[src/rtl/score_disp_pkg.sv]
// Shared constants and helpers for the BCD score display: the active-low
// 7-segment glyph table and a single-digit BCD adder used by the accumulator.
package score_disp_pkg;

   // Segment order {dp,g,f,e,d,c,b,a}, active-low, decimal point off.
   localparam logic [7:0] SEG_BLANK = 8'hFF;
   localparam logic [7:0] SEG_DIGIT [0:9] = '{
      8'hC0, 8'hF9, 8'hA4, 8'hB0, 8'h99,
      8'h92, 8'h82, 8'hF8, 8'h80, 8'h90
   };

   // Adds a value (0..9 for the units digit, 0/1 ripple carry elsewhere) to one
   // BCD nibble. Returns {carry_out, nibble}.
   function automatic logic [4:0] bcd_add_digit(input logic [3:0] nibble,
                                                input logic [3:0] carry_in);
      logic [4:0] sum;
      sum = {1'b0, nibble} + {1'b0, carry_in};
      if (sum > 5'd9) begin
         return {1'b1, 4'(sum - 5'd10)};
      end
      return {1'b0, sum[3:0]};
   endfunction

endpackage

[src/rtl/seg7_decoder.sv]
// Combinational BCD nibble to active-low 7-segment pattern.
// Nibbles outside 0..9 produce a blank digit.
module seg7_decoder (
   input  logic [3:0] bcd,
   output logic [7:0] seg
);
   import score_disp_pkg::*;

   // Table lookup with blank fallback for non-BCD codes.
   always_comb begin
      seg = SEG_BLANK;
      if (bcd <= 4'd9) begin
         seg = SEG_DIGIT[bcd];
      end
   end

endmodule

[src/rtl/bcd_score_display.sv]
// Score counter with multiplexed common-anode 7-segment driver.
// Rising edges of add_cube add min(add_amt,9) to a BCD score that saturates
// at all 9s (setting a sticky overflow flag). The display scans one digit
// every SCAN_DIV cycles; sel and seg_out are registered together.
// Optional build macro: LEADING_ZERO_BLANK_EN blanks leading zero digits
// (digit 0 is always shown).
module bcd_score_display #(
   parameter int NUM_DIGITS = 4,
   parameter int SCAN_DIV   = 50000
) (
   input  logic                    clk,
   input  logic                    rst,
   input  logic                    clear,
   input  logic                    add_cube,
   input  logic [3:0]              add_amt,
   output logic [7:0]              seg_out,
   output logic [NUM_DIGITS-1:0]   sel,
   output logic [4*NUM_DIGITS-1:0] score_bcd,
   output logic                    overflow
);
   import score_disp_pkg::*;

   localparam int SCORE_W = 4 * NUM_DIGITS;
   localparam int IDX_W   = $clog2(NUM_DIGITS);
   localparam int IDX_N   = 1 << IDX_W;
   localparam int CNT_W   = $clog2(SCAN_DIV);
   localparam logic [NUM_DIGITS-1:0] RESET_SEL = ~(NUM_DIGITS'(1) << (NUM_DIGITS - 1));
   localparam logic [SCORE_W-1:0]    ALL_NINES = {NUM_DIGITS{4'h9}};

   logic [SCORE_W-1:0]    score_reg;
   logic                  overflow_reg;
   logic                  add_q_reg;
   logic [CNT_W-1:0]      cnt_reg;
   logic [IDX_W-1:0]      idx_reg;
   logic [NUM_DIGITS-1:0] sel_reg;
   logic [7:0]            seg_reg;

   logic                  add_event;
   logic [3:0]            amt_sat;
   logic [SCORE_W-1:0]    sum_bcd;
   logic [NUM_DIGITS:1]   carry;
   logic                  scan_last;
   logic [IDX_W-1:0]      idx_next;
   logic [NUM_DIGITS-1:0] sel_next;
   logic [7:0]            seg_next;
   logic [7:0]            dec_seg;
   logic [3:0]            digit_arr [IDX_N];

   assign add_event = add_cube & ~add_q_reg;
   assign amt_sat   = (add_amt > 4'd9) ? 4'd9 : add_amt;
   assign scan_last = (cnt_reg == CNT_W'(SCAN_DIV - 1));
   assign idx_next  = (idx_reg == IDX_W'(NUM_DIGITS - 1)) ? '0 : idx_reg + IDX_W'(1);

   // Ripple-carry BCD adder: the amount enters at the units digit, carries
   // propagate upward; a carry out of the top digit means saturation.
   generate
      for (genvar gi = 0; gi < NUM_DIGITS; gi++) begin : g_add
         logic [4:0] add_res;
         if (gi == 0) begin : g_units
            assign add_res = bcd_add_digit(score_reg[3:0], amt_sat);
         end else begin : g_upper
            assign add_res = bcd_add_digit(score_reg[4*gi +: 4], {3'b000, carry[gi]});
         end
         assign sum_bcd[4*gi +: 4] = add_res[3:0];
         assign carry[gi+1]        = add_res[4];
      end
   endgenerate

   // Digit view of the score, padded to a power of two for safe indexing.
   generate
      for (genvar gi = 0; gi < IDX_N; gi++) begin : g_digit
         if (gi < NUM_DIGITS) begin : g_real
            assign digit_arr[gi] = score_reg[4*gi +: 4];
         end else begin : g_pad
            assign digit_arr[gi] = 4'hF;
         end
      end
   endgenerate

   // Active-low one-hot select: digit 0 (units) drives the top sel bit.
   generate
      for (genvar gi = 0; gi < NUM_DIGITS; gi++) begin : g_sel
         assign sel_next[gi] = (idx_next != IDX_W'(NUM_DIGITS - 1 - gi));
      end
   endgenerate

   seg7_decoder u_dec (
      .bcd (digit_arr[idx_next]),
      .seg (dec_seg)
   );

`ifdef LEADING_ZERO_BLANK_EN
   logic [IDX_N-1:0] lead_zero;
   logic             blank_next;

   // A digit is a leading zero when it and every higher digit are zero.
   generate
      for (genvar gi = 0; gi < IDX_N; gi++) begin : g_lz
         if (gi < NUM_DIGITS) begin : g_real
            assign lead_zero[gi] = (score_reg[SCORE_W-1:4*gi] == '0);
         end else begin : g_pad
            assign lead_zero[gi] = 1'b1;
         end
      end
   endgenerate

   assign blank_next = (idx_next != '0) && lead_zero[idx_next];
   assign seg_next   = blank_next ? SEG_BLANK : dec_seg;
`else
   assign seg_next   = dec_seg;
`endif

   // Edge detector and saturating BCD score accumulator.
   always_ff @(posedge clk) begin
      if (rst) begin
         score_reg    <= '0;
         overflow_reg <= 1'b0;
         add_q_reg    <= 1'b0;
      end else if (clear) begin
         // Clear drops a coincident event but still tracks the level,
         // so holding add_cube high afterwards does not score.
         score_reg    <= '0;
         overflow_reg <= 1'b0;
         add_q_reg    <= add_cube;
      end else begin
         add_q_reg <= add_cube;
         if (add_event) begin
            if (carry[NUM_DIGITS]) begin
               score_reg    <= ALL_NINES;
               overflow_reg <= 1'b1;
            end else begin
               score_reg    <= sum_bcd;
            end
         end
      end
   end

   // Scan divider, digit index and registered display outputs.
   always_ff @(posedge clk) begin
      if (rst || clear) begin
         cnt_reg <= '0;
         idx_reg <= '0;
         sel_reg <= RESET_SEL;
         seg_reg <= SEG_DIGIT[0];
      end else begin
         cnt_reg <= scan_last ? '0 : cnt_reg + CNT_W'(1);
         if (scan_last) begin
            idx_reg <= idx_next;
            sel_reg <= sel_next;
            seg_reg <= seg_next;
         end
      end
   end

   assign score_bcd = score_reg;
   assign overflow  = overflow_reg;
   assign sel       = sel_reg;
   assign seg_out   = seg_reg;

endmodule
[config.mk]
export PLATFORM = sky130hd
export DESIGN_NAME = bcd_score_display
export DESIGN_NICKNAME = d
export VERILOG_FILES = /design/src/rtl/score_disp_pkg.sv /design/src/rtl/seg7_decoder.sv /design/src/rtl/bcd_score_display.sv
export SDC_FILE = /design/constraint.sdc
export NUM_CORES = 1
export LEC_CHECK = 0
export CAP_MARGIN = 20
export CORE_MARGIN = 4
export CORE_UTILIZATION = 60
export DETAILED_ROUTE_END_ITERATION = 10
export PLACE_DENSITY = 0.94
export SYNTH_ARGS = -nofsm -noshare
export SYNTH_HDL_FRONTEND = slang
export SYNTH_SLANG_ARGS = --single-unit
export TNS_END_PERCENT = 20
[constraint.sdc]
create_clock -name clk -period 12.55 [get_ports clk]
set_input_delay 2.51 -clock clk [delete_from_list [all_inputs] [get_ports clk]]
set_output_delay 2.51 -clock clk [all_outputs]
set_load 0.03 [all_outputs]
# Yosys cells after proc, flatten, opt, wreduce, memory -nomap -nowiden
# Memory sizes are Yosys's and may differ from the RTL's.
# Index checks and enable logic that the tools add are counted.
op_classes:
  addsub: 10
  mux: 21
  eq_ne: 5
  reduce_logical: 5
  magnitude_cmp: 8
  bitwise: 4
op_table:
  columns: ["cell", "count"]
  rows:
  - ["$mux 5", 8]
  - ["$mux 8", 3]
  - ["$gt 5x4->1 const B", 4]
  - ["$add 16x1->16 const B", 1]
  - ["$eq 16x16->1 const B", 1]
  - ["$mux 16", 1]
  - ["$sub 4x4->4 const B", 4]
  - ["$add 4x1->5", 3]
  - ["$mux 4", 3]
  - ["$bmux 4 s2", 1]
  - ["$add 4x4->5", 1]
  - ["$ge 5x5->1 const B", 1]
  - ["$not 4->5", 1]
  - ["$gt 4x4->1 const B", 1]
  - ["$le 4x4->1 const B", 1]
  - ["$mux 1", 4]
  - ["$ne 2x2->1 const B", 2]
  - ["$reduce_or 2->1", 2]
  - ["$ge 3x3->1 const B", 1]
  - ["$not 2->3", 1]
  - ["$add 2x1->2 const B", 1]
  - ["$eq 2x2->1 const B", 1]
  - ["$mux 2", 1]
  - ["$ne 2x1->1 const B", 1]
  - ["5 further kinds", 5]
word_totals:
  memories: 1
  input_bits: 8
  wordCells: 61
  rom_bits: 128
  register_bits: 48
mem_list:
  columns: ["memory", "depth", "word_bits", "rd", "rd_ports_with_merged_regs", "wr", "line", "source"]
  rows:
  - ["(name not given)", 16, 8, 1, 0, 0, "seg7_decoder.sv:13", "seg = SEG_DIGIT[bcd];"]

# Logic depth before layout (Yosys ltp)
# Gate-level depths: netlist of run 1.
depth:
  depth_word: 19
  ltp_mapped: 26
  depth_no_buf: 25

# Hierarchy
# Synthesis of run 1 repeated with hierarchy kept, for this count alone.
hier_totals:
  cells_unflattened: 335
  hier_area_um2: 2934.1
modules_own_cells:
  columns: ["mod", "area_each_um2", "n_inst", "cells_per_inst"]
  rows:
  - ["bcd_score_display", 2716.4, 1, 303]
  - ["seg7_decoder", 217.7, 1, 32]

# Worst setup path before layout of run 1
# No wires, ideal clock.
synth_path:
  kind: "input-to-reg"
  start: "in add_amt[2]"
  end: "reg score_reg[1], in the netlist score_bcd[1]"
  slack_ns: 4.803
  path_stages: 25
  path_buffers: 1
  t_arrival_ns: 7.625
  setup_ns: 0.122
  required_ns: 12.428
  cell_sequence: "o21ai_0 > nand2b_1 > ha_1 > inv_1 > fa_1 > and2_1 > o311ai_0 > ha_1 > ha_1 > inv_1 > a21oi_1 > o221a_2 > ha_1 > ha_1 > inv_1 > a21oi_1 > o221a_2 > ha_1 > ha_1 > nand2b_1 > a31o_2 > and3_1 > clkbuf_1 > nor3b_1 > a221o_1"
synth_between:
  elab_chain_len: 19
  elab_cells_between_ends: 21
  classes_between: "5 x add/sub; 5 x order compare; 11 x mux"
synth_rtl:
  columns: ["element", "line", "source"]
  rows:
  - ["start, declared", "bcd_score_display.sv:15", "input logic [3:0] add_amt,"]
  - ["$gt 4x4->1", "bcd_score_display.sv:50", "assign amt_sat = (add_amt > 4'd9) ? 4'd9 : add_amt;"]
  - ["$mux 4 (*)", "bcd_score_display.sv:50", null]
  - ["$add 4x4->5 (*)", "score_disp_pkg.sv:17", "sum = {1'b0, nibble} + {1'b0, carry_in};"]
  - ["$gt 5x4->1", "score_disp_pkg.sv:18", "if (sum > 5'd9) begin"]
  - ["$mux 1", "score_disp_pkg.sv:18", null]
  - ["$mux 5 (*)", "score_disp_pkg.sv:21", "return {1'b0, sum[3:0]};"]
  - ["$add 4x1->5", "score_disp_pkg.sv:17", null]
  - ["$gt 5x4->1", "score_disp_pkg.sv:18", null]
  - ["[... 3 more ...]", null, null]
  - ["$gt 5x4->1", "score_disp_pkg.sv:18", null]
  - ["$mux 1", "score_disp_pkg.sv:18", null]
  - ["$mux 5", "score_disp_pkg.sv:21", null]
  - ["$add 4x1->5", "score_disp_pkg.sv:17", null]
  - ["$gt 5x4->1", "score_disp_pkg.sv:18", null]
  - ["$mux 1", "score_disp_pkg.sv:18", null]
  - ["$mux 5", "score_disp_pkg.sv:21", null]
  - ["$mux 16 (*)", "bcd_score_display.sv:128", "if (carry[NUM_DIGITS]) begin"]
  - ["end signal, assigned", "bcd_score_display.sv:132", "score_reg <= sum_bcd;"]
  - ["end, declared", "bcd_score_display.sv:30", "logic [SCORE_W-1:0] score_reg;"]
# Mark *: on every way between the ends. The rest lies on a longest branch, timed or not. The select of a mux whose other input is x is not followed.
# A chain may end at the register's enable or synchronous reset.

# Worst setup path after layout of run 1
layout_path:
  start: "in add_amt[3]"
  end: "reg score_reg[10], in the netlist score_bcd[10]"
layout_between:
  elab_chain_len: 19
  elab_cells_between_ends: 21
  classes_between: "5 x add/sub; 5 x order compare; 11 x mux"
layout_rtl:
  columns: ["element", "line"]
  rows:
  - ["$gt 4x4->1", "bcd_score_display.sv:50"]
  - ["$mux 4 (*)", "bcd_score_display.sv:50"]
  - ["$add 4x4->5 (*)", "score_disp_pkg.sv:17"]
  - ["$gt 5x4->1 (*)", "score_disp_pkg.sv:18"]
  - ["$mux 1 (*)", "score_disp_pkg.sv:18"]
  - ["$mux 5 (*)", "score_disp_pkg.sv:21"]
  - ["$add 4x1->5 (*)", "score_disp_pkg.sv:17"]
  - ["$gt 5x4->1 (*)", "score_disp_pkg.sv:18"]
  - ["[... 3 more ...]", null]
  - ["$gt 5x4->1", "score_disp_pkg.sv:18"]
  - ["$mux 1", "score_disp_pkg.sv:18"]
  - ["$mux 5 (*)", "score_disp_pkg.sv:21"]
  - ["$add 4x1->5", "score_disp_pkg.sv:17"]
  - ["$gt 5x4->1", "score_disp_pkg.sv:18"]
  - ["$mux 1", "score_disp_pkg.sv:18"]
  - ["$mux 5", "score_disp_pkg.sv:21"]
  - ["$mux 16 (*)", "bcd_score_display.sv:128"]
# Marks and branches as above.

==> metrics, run 1 <==
first-pass GRT wire length=11,300 um; routed len/inst=14.6 um; vias in the first global route=2,510; die span in x=77.9 um; residual DRC count=0; root buffer cell=clkbuf_8; FP Rows=25; Fin Clk Skew=0.0126 ns; largest net degree at the start of global routing=24; Hold Crit Depth=1; CTS Buffer Depth=2; Worst setup EP type=register; Top FF cell, synth=dfxtp_1; # nets final=408; pwr dens=80.6 nW/um2; dpl ws=3.69 ns; setup bufs post-CTS=0; vias after detailed routing=2,596; fraction of layout cells with a size suffix above 1=6.91%; TNS Setup=0 ns; initial core utilization=62.1%; Max Cap Viol=0; 1st-pass router iterations=4; Resized Gates After CTS=0; Ports=37; GR Overflow Total=0; Via density=5.86; Max VDD drop=0.0000742 V; core region area=4720 um2; FF-to-FF path depth=23; Cells after Synth=351; die height=77.9 um; area leader, netlist=dfxtp_1; Syn Nets=384; Final Hold Vio Count=0; # setup viols final=0; Netlist cell types=54; clk slew on worst S/H paths=0.08 ns; Post-Syn Area per Cell=8.36 um2; Min Clock Period, post-route=8.60 ns; final setup margin=3.95 ns; commonest non-fill, non-tap cell in the layout=dfxtp_1; Seq cells post-synth=47; top post-synthesis cells by area=dfxtp_1 32%, ha_1 10%, nor2_1 5.5%; Sinks on Clock Net=47; full die area=6080 um2; CP Class=input port to register; final max-slew violation count=0; WP data required=12.79 ns; reg2reg start=score_bcd[0]; Seq/Total Area, Yosys=32.1%; EDFF count, synth=0; Reg-to-Reg End=score_bcd[10]; Leak Pwr=0.00124 uW; worst-margin pin slew=0.854 ns; Final Wtd Congestion=0.946; Power Total=271 uW; Ant. Diodes=0; Yosys top cell area share=32.1%; relative slew slack=42.9%; unrepaired setup endpoints after global routing=no; crit share post-route=68.5%; Synth Cell Area=2940 um2; CP max FO=7; async set-reset flop share out of synthesis=0%; Routed WL=6480 um; Hold EP=cnt_reg[0]; R2R setup slack=6.42 ns; area grow syn2layout=14.7%; Warnings, synthesis=0; Antenna Nets Post-Route=0; Hold Crit Start=cnt_reg[0]; CTS H-Tree Depth=2; Worst-Skew Late Latency=0.31 ns; GRT Util Overall=22.4%; Worst Setup Start Kind=input port; port bufs=35; DP HPWL=4770 um; area of the multi-input gates=1840 um2; status=finished clean; Iter 0 DRT Violations=210; worst hold path class=register to register; FF+latch area=941 um2; Crit path arrival time=8.83 ns; antenna violations before repair=0; FILL cells=371; most frequent cells in the layout=47 x dfxtp_1, 43 x nor2_1, 35 x clkdlybuf4s50_1; CTS tree=yes; CTS Buf Count=5; Hold Buf Count CTS=0; Fmax=116 MHz
-- worst max-delay path by stage --
stage	from	to	slack, ns	cells past startpoint
final	add_amt[3]	score_bcd[10]	3.95	26
after CTS	add_amt[3]	score_bcd[10]	3.98	26
after global routing	add_amt[3]	score_bcd[6]	3.60	26
after floorplan	add_amt[2]	score_bcd[1]	4.80	25
after detailed placement	add_amt[3]	score_bcd[10]	3.69	26
after global placement	add_amt[3]	score_bcd[10]	4.02	26
-- area by class of cell --
type | instances | area share, %
multi-input combinational | 270 | 54.6
tap | 67 | 2.49
inverter | 14 | 1.56
clock inverter | 2 | 0.372
clock buffer | 6 | 2.16
timing repair buffer | 37 | 10.9
sequential | 47 | 27.9
-- power by group --
part / leakage [uW] / total [uW] / internal (uW) / switching (uW)
clock network: 0.0000412 / 91.0 / 39.0 / 52.0
logic: 0.000819 / 28.2 / 11.9 / 16.4
registers: 0.000380 / 152 / 150 / 1.72
-- worst max-delay path, stage by stage --
cell,delay [ns]
clkdlybuf4s50_1,0.52
o21ai_0,0.10
nand2b_1,0.08
ha_1,0.17
inv_1,0.06
fa_1,0.39
xor2_1,0.18
and2_1,0.20
o311ai_0,0.57
ha_1,0.30
ha_1,0.29
inv_1,0.16
a21oi_1,0.08
o221a_2,0.30
ha_1,0.22
ha_1,0.35
inv_1,0.16
a21oi_1,0.08
o221a_2,0.29
ha_1,0.24
ha_1,0.31
nand2b_1,0.16
a31o_2,0.26
a31oi_1,0.54
nand3b_1,0.14
o21ai_0,0.16
-- per-stage QoR --
stage,area [um2],hold WS (ns),instances,utilization (%)
2_1_floorplan,2940,0.417,351,-
3_3_place_gp,3280,0.430,435,69.5
3_5_place_dp,3280,0.445,435,69.5
4_1_cts,3370,0.465,443,71.3
5_1_grt,3370,0.501,443,71.3
6_report,3370,0.463,443,71.3
-- synthesized netlist by cell type, types with 7 or more instances --
master / number
o21ai_0: 29
nor3_1: 11
inv_1: 14
xnor2_1: 14
xor2_1: 7
clkbuf_1: 15
nand2_1: 25
a21oi_1: 18
nor2_1: 43
dfxtp_1: 47
ha_1: 24
nand3_1: 11
-- metal layers --
| layer | GRT usage (%) | share of wire, % |
|---|---|---|
| met1 | 26.7 | 44 |
| met2 | 39.5 | 49 |
| met3 | 4.64 | 4.8 |
| met4 | 8.57 | 1.7 |
| met5 | 0 | 0 |
-- cells by family (layout without fill, tap and decap cells) --
group | Yosys count | in the layout | synth area share, %
adder cells (fa/ha/maj) | 25 | 25 | 10.9
XOR/XNOR | 21 | 21 | 6.27
other | 1 | 1 | 0.128
AND/OR/NAND/NOR | 129 | 129 | 21.5
buffers and inverters | 34 | 59 | 5.29
flip-flops | 47 | 47 | 32.1
AO/OA/AOI/OAI | 83 | 83 | 19.1
multiplexers | 11 | 11 | 4.77
Power figures use the tool's default switching activity.
==> inputs of run 2 (changes only) <==
--- a/config.mk
+++ b/config.mk
@@ -7,9 +7,9 @@
 export LEC_CHECK = 0
 export CAP_MARGIN = 20
 export CORE_MARGIN = 4
-export CORE_UTILIZATION = 60
+export CORE_UTILIZATION = 56
 export DETAILED_ROUTE_END_ITERATION = 10
-export PLACE_DENSITY = 0.94
+export PLACE_DENSITY = 0.89
 export SYNTH_ARGS = -nofsm -noshare
 export SYNTH_HDL_FRONTEND = slang
 export SYNTH_SLANG_ARGS = --single-unit
==> constraint.sdc (replaced) <==
create_clock -name clk -period 8.7 [get_ports clk]
set_input_delay 1.74 -clock clk [delete_from_list [all_inputs] [get_ports clk]]
set_output_delay 1.74 -clock clk [all_outputs]
set_load 0.03 [all_outputs]
==> run 2 against run 1 <==
Against the previous run:
- global-route usage decreased by 0.29 points
- final area increased by 1.1%
- worst hold slack got worse by 0.0064 ns
- core utilization decreased by 4.7 points
- final cell count increased by 0.68%
- first-iteration DRC count decreased by 18%
- non-clock buffer count unchanged
- total power increased by 57%
- sequential share of layout area decreased by 0.30 points
- critical path type unchanged
- largest cell class unchanged
==> metrics, run 2 (synthesis results as in run 1) <==
status=finished clean; FP Rows=26; vias in the first global route=2,473; CP peak stage delay=0.57 ns; Iter 0 DRT Violations=172; area grow syn2layout=15.9%; post-layout instance area=3400 um2; Max VDD drop=0.000133 V; relative slew slack=43.3%; Fmax=127 MHz; Routed WL=6630 um; Worst setup EP type=register; unrepaired setup endpoints after global routing=no; commonest non-fill, non-tap cell in the layout=dfxtp_1; root buffer cell=clkbuf_8; die span in x=80.4 um; Finished Core Util=66.6%; full die area=6460 um2; worst hold path class=register to register; Critical-path top delay cell=o311ai_0; Crit path arrival time=8.11 ns; vias after detailed routing=2,577; CP Class=input port to register; R2R setup slack=2.52 ns; antenna violations before repair=0; CP delay by family, top=compound AO/OA/AOI/OAI gates; crit share post-route=90.4%; CTS Buf Count=5; die height=80.4 um; port bufs=35; core region area=5110 um2; 1st-pass router iterations=4; Ant. Diodes=0; Fin Clk Skew=0.00934 ns; clk slew on worst S/H paths=0.09 ns; CTS tree=yes; setup bufs post-CTS=0; Resized Gates After CTS=0; # setup viols final=0; DP HPWL=4970 um; routed len/inst=14.9 um; first-pass GRT wire length=11,100 um; Worst Setup Start Kind=input port; Max Cap Viol=0; final max-slew violation count=0; dpl cell area=3290 um2; Leak Pwr=0.00126 uW; worst-margin pin slew=0.847 ns; Final Hold Vio Count=0; Antenna Nets Post-Route=0; Sinks on Clock Net=47; Worst-Skew Late Latency=0.31 ns; largest net degree at the start of global routing=24; fraction of layout cells with a size suffix above 1=7.18%; Hold Buf Count CTS=0; Ports=37; CP max FO=7; CP bufs+invs=4; pwr dens=125 nW/um2; Final Wtd Congestion=0.877; WP data required=8.94 ns; most frequent cells in the layout=47 x dfxtp_1, 43 x nor2_1, 35 x clkdlybuf4s50_1; GR Overflow Total=0; Via density=5.78; initial core utilization=57.5%; CP dominant cell by count=ha_1; # nets final=408; TNS Setup=0 ns; GRT Util Overall=22.2%; CTS H-Tree Depth=2; residual DRC count=0; CTS Buffer Depth=2; Min Clock Period, post-route=7.86 ns
## run 2: cell types whose count changed in the layout (fill, tap and decap cells not counted)
cell        delta
bufinv_16      +1
clkinvlp_4     -1
clkbuf_8       +1
clkbuf_1       -1
## run 2: metrics by stage
step / cells / worst slack [ns] / power (uW) / hold slack, ns
floorplan: 351 / 1.72 / 252 / 0.417
global placement: 438 / 0.941 / 263 / 0.430
detailed placement: 438 / 0.549 / 265 / 0.445
CTS: 446 / 0.873 / 427 / 0.461
global route: 446 / 0.341 / 442 / 0.476
finish: 446 / 0.838 / 425 / 0.456
## run 2: final timing paths
| kind | from | end | cells after the start |
|---|---|---|---|
| setup / recovery | add_amt[3] | score_bcd[10] | 26 |
| hold / removal | cnt_reg[0] | cnt_reg[0] | 1 |
| setup reg to reg | score_bcd[0] | score_bcd[10] | 23 |
| hold reg to reg | cnt_reg[0] | cnt_reg[0] | 1 |
## run 2: per-layer routing
| metal | vias to the layer above | share of wire (%) | wire [um] | global-route usage, % |
|---|---|---|---|---|
| met5 | - | 0 | 0 | 0 |
| met4 | 0 | 1.7 | 114 | 7.77 |
| met3 | 11 | 7.2 | 476 | 6.50 |
| met2 | 86 | 50 | 3310 | 38.4 |
| met1 | 1199 | 41 | 2730 | 25.8 |
| li1 | 1281 | - | - | - |
## run 2: area by class of cell
type                            instances  area, um2
Multi-Input combinational cell        270       1840
Fill cell                             441       1700
Sequential cell                        47        941
Timing Repair Buffer                   37        365
Tap cell                               70       87.6
Clock buffer                            6       82.6
Inverter                               14       52.6
Clock inverter                          2       35.0
## run 2: report_power, final
group / internal [uW] / switching [uW] / total [uW]
Sequential: 217 / 2.62 / 220
Clock: 92.9 / 71.9 / 165
Combinational: 17.1 / 23.5 / 40.7
==> inputs of run 3 (changes only) <==
--- a/config.mk
+++ b/config.mk
@@ -5,11 +5,14 @@
 export SDC_FILE = /design/constraint.sdc
 export NUM_CORES = 1
 export LEC_CHECK = 0
+export ABC_CLOCK_PERIOD_IN_PS = 8700
 export CAP_MARGIN = 20
 export CORE_MARGIN = 4
 export CORE_UTILIZATION = 56
 export DETAILED_ROUTE_END_ITERATION = 10
+export HOLD_SLACK_MARGIN = 0.06
 export PLACE_DENSITY = 0.89
+export RECOVER_POWER = 50
 export SYNTH_ARGS = -nofsm -noshare
 export SYNTH_HDL_FRONTEND = slang
 export SYNTH_SLANG_ARGS = --single-unit
==> run 3 against run 2 <==
Against the previous run:
- clock-buffer cell count did not move
- sequential power hardly changed
- non-clock buffer count is the same
- final cell count is the same
- core utilization decreased by 0.12 points
- combinational power shrank 1%
- largest cell class unchanged
- largest power group unchanged
- highest routed layer unchanged
==> metrics, run 3 (synthesis results as in run 1) <==
status=finished clean; Crit path arrival time=8.12 ns; # setup viols final=0; Final Wtd Congestion=0.877; CP peak stage delay=0.58 ns; placed cells=438; unrepaired setup endpoints after global routing=no; commonest non-fill, non-tap cell in the layout=dfxtp_1; residual DRC count=0; worst hold path class=register to register; initial core utilization=57.5%; crit share post-route=90.6%; CTS Buffer Depth=2; vias in the first global route=2,473; antenna violations before repair=0; Iter 0 DRT Violations=165; final max-slew violation count=0; TNS Setup=0 ns; Worst Setup Start Kind=input port; Ports=37; Worst-Skew Late Latency=0.31 ns; Hold Crit Start=cnt_reg[0]; first-pass GRT wire length=11,100 um; FP Rows=26; Via density=5.80; Sinks on Clock Net=47; Fmax=127 MHz; CP max FO=7; fraction of layout cells with a size suffix above 1=6.38%; clk slew on worst S/H paths=0.09 ns; Max VDD drop=0.000133 V; pwr dens=125 nW/um2; area grow syn2layout=15.7%; CP delay by family, top=compound AO/OA/AOI/OAI gates; Resized Gates After CTS=0; CP dominant cell by count=ha_1; 1st-pass router iterations=4; CP Class=input port to register; WP data required=8.94 ns; Antenna Nets Post-Route=0; CTS H-Tree Depth=2; reg2reg start=score_bcd[0]; GRT Util Overall=22.2%; Critical-path top delay cell=a31oi_1; core region area=5110 um2; Ant. Diodes=0; worst-margin pin slew=0.991 ns; port bufs=35; Leak Pwr=0.00128 uW; setup bufs post-CTS=0; Routed WL=6650 um; Worst Setup SP=add_amt[3]; CP bufs+invs=4; # nets final=408; Non-Filler Instances=446; largest net degree at the start of global routing=24; CTS Buf Count=5; root buffer cell=clkbuf_8; most frequent cells in the layout=47 x dfxtp_1, 43 x nor2_1, 29 x o21ai_0; DP HPWL=4970 um; die span in x=80.4 um; Max Cap Viol=0; relative slew slack=34.0%; die height=80.4 um; Min Clock Period, post-route=7.88 ns; Final Hold Vio Count=0; CTS tree=yes; Hold Buf Count CTS=0; full die area=6460 um2; Fin Clk Skew=0.00924 ns; GR Overflow Total=0; routed len/inst=14.9 um; vias after detailed routing=2,585; Worst setup EP type=register
## run 3: changes by cell type in the layout (fill, tap and decap cells not counted), sizes merged
cell,previous run,this run
dlygate4sd3,0,16
clkbuf,6,7
clkdlybuf4s50,35,19
buf,2,1
## run 3: path summary, 6_finish.rpt
kind / end / slack [ns] / cells past startpoint
worst max-delay path: score_bcd[10] / 0.82 / 26
worst min-delay path: cnt_reg[0] / 0.46 / 1
worst max register to register: score_bcd[10] / 2.51 / 23
worst min register to register: cnt_reg[0] / 0.46 / 1
## run 3: layer usage
layer,track usage [%],part of all wire [%],vias to the layer above
li1,-,-,1284
met1,25.8,41,1215
met2,38.4,50,77
met3,6.50,6.8,9
met4,7.77,1.5,0
met5,0,0,-
## run 3: where the power goes
group,internal [uW],switching (uW)
registers,217,2.61
logic,16.5,23.6
clock network,92.9,71.8
## run 3: worst reg2reg max path, stage by stage, from the launching register on
cell,delay (ns)
dfxtp_1,0.43
ha_1,0.21
inv_1,0.06
fa_1,0.40
xor2_1,0.19
and2_1,0.20
o311ai_0,0.57
ha_1,0.31
ha_1,0.30
inv_1,0.15
a21oi_1,0.08
o221a_2,0.29
ha_1,0.22
ha_1,0.35
inv_1,0.15
a21oi_1,0.09
o221a_2,0.30
ha_1,0.24
ha_1,0.31
nand2b_1,0.16
a31o_2,0.25
a31oi_1,0.58
nand3b_1,0.13
o21ai_0,0.16
## run 3: final cells by class
| class | count | area (um2) |
|---|---|---|
| Clock buffer | 6 | 82.6 |
| Clock inverter | 2 | 35.0 |
| Sequential cell | 47 | 941 |
| Timing Repair Buffer | 37 | 362 |
| Multi-Input combinational cell | 270 | 1840 |
| Inverter | 14 | 52.6 |
| Fill cell | 443 | 1710 |
| Tap cell | 70 | 87.6 |
## run 3: stage by stage
stage | instance area [um2] | total power, uW | utilization [%] | worst slack (ns) | hold slack (ns)
2_1_floorplan | 2940 | 252 | - | 1.72 | 0.417
3_3_place_gp | 3290 | 263 | 64.3 | 0.941 | 0.430
3_5_place_dp | 3290 | 265 | 64.3 | 0.549 | 0.445
4_1_cts | 3400 | 427 | 66.6 | 0.873 | 0.461
5_1_grt | 3400 | 442 | 66.5 | 0.339 | 0.476
6_report | 3400 | 425 | 66.5 | 0.820 | 0.456
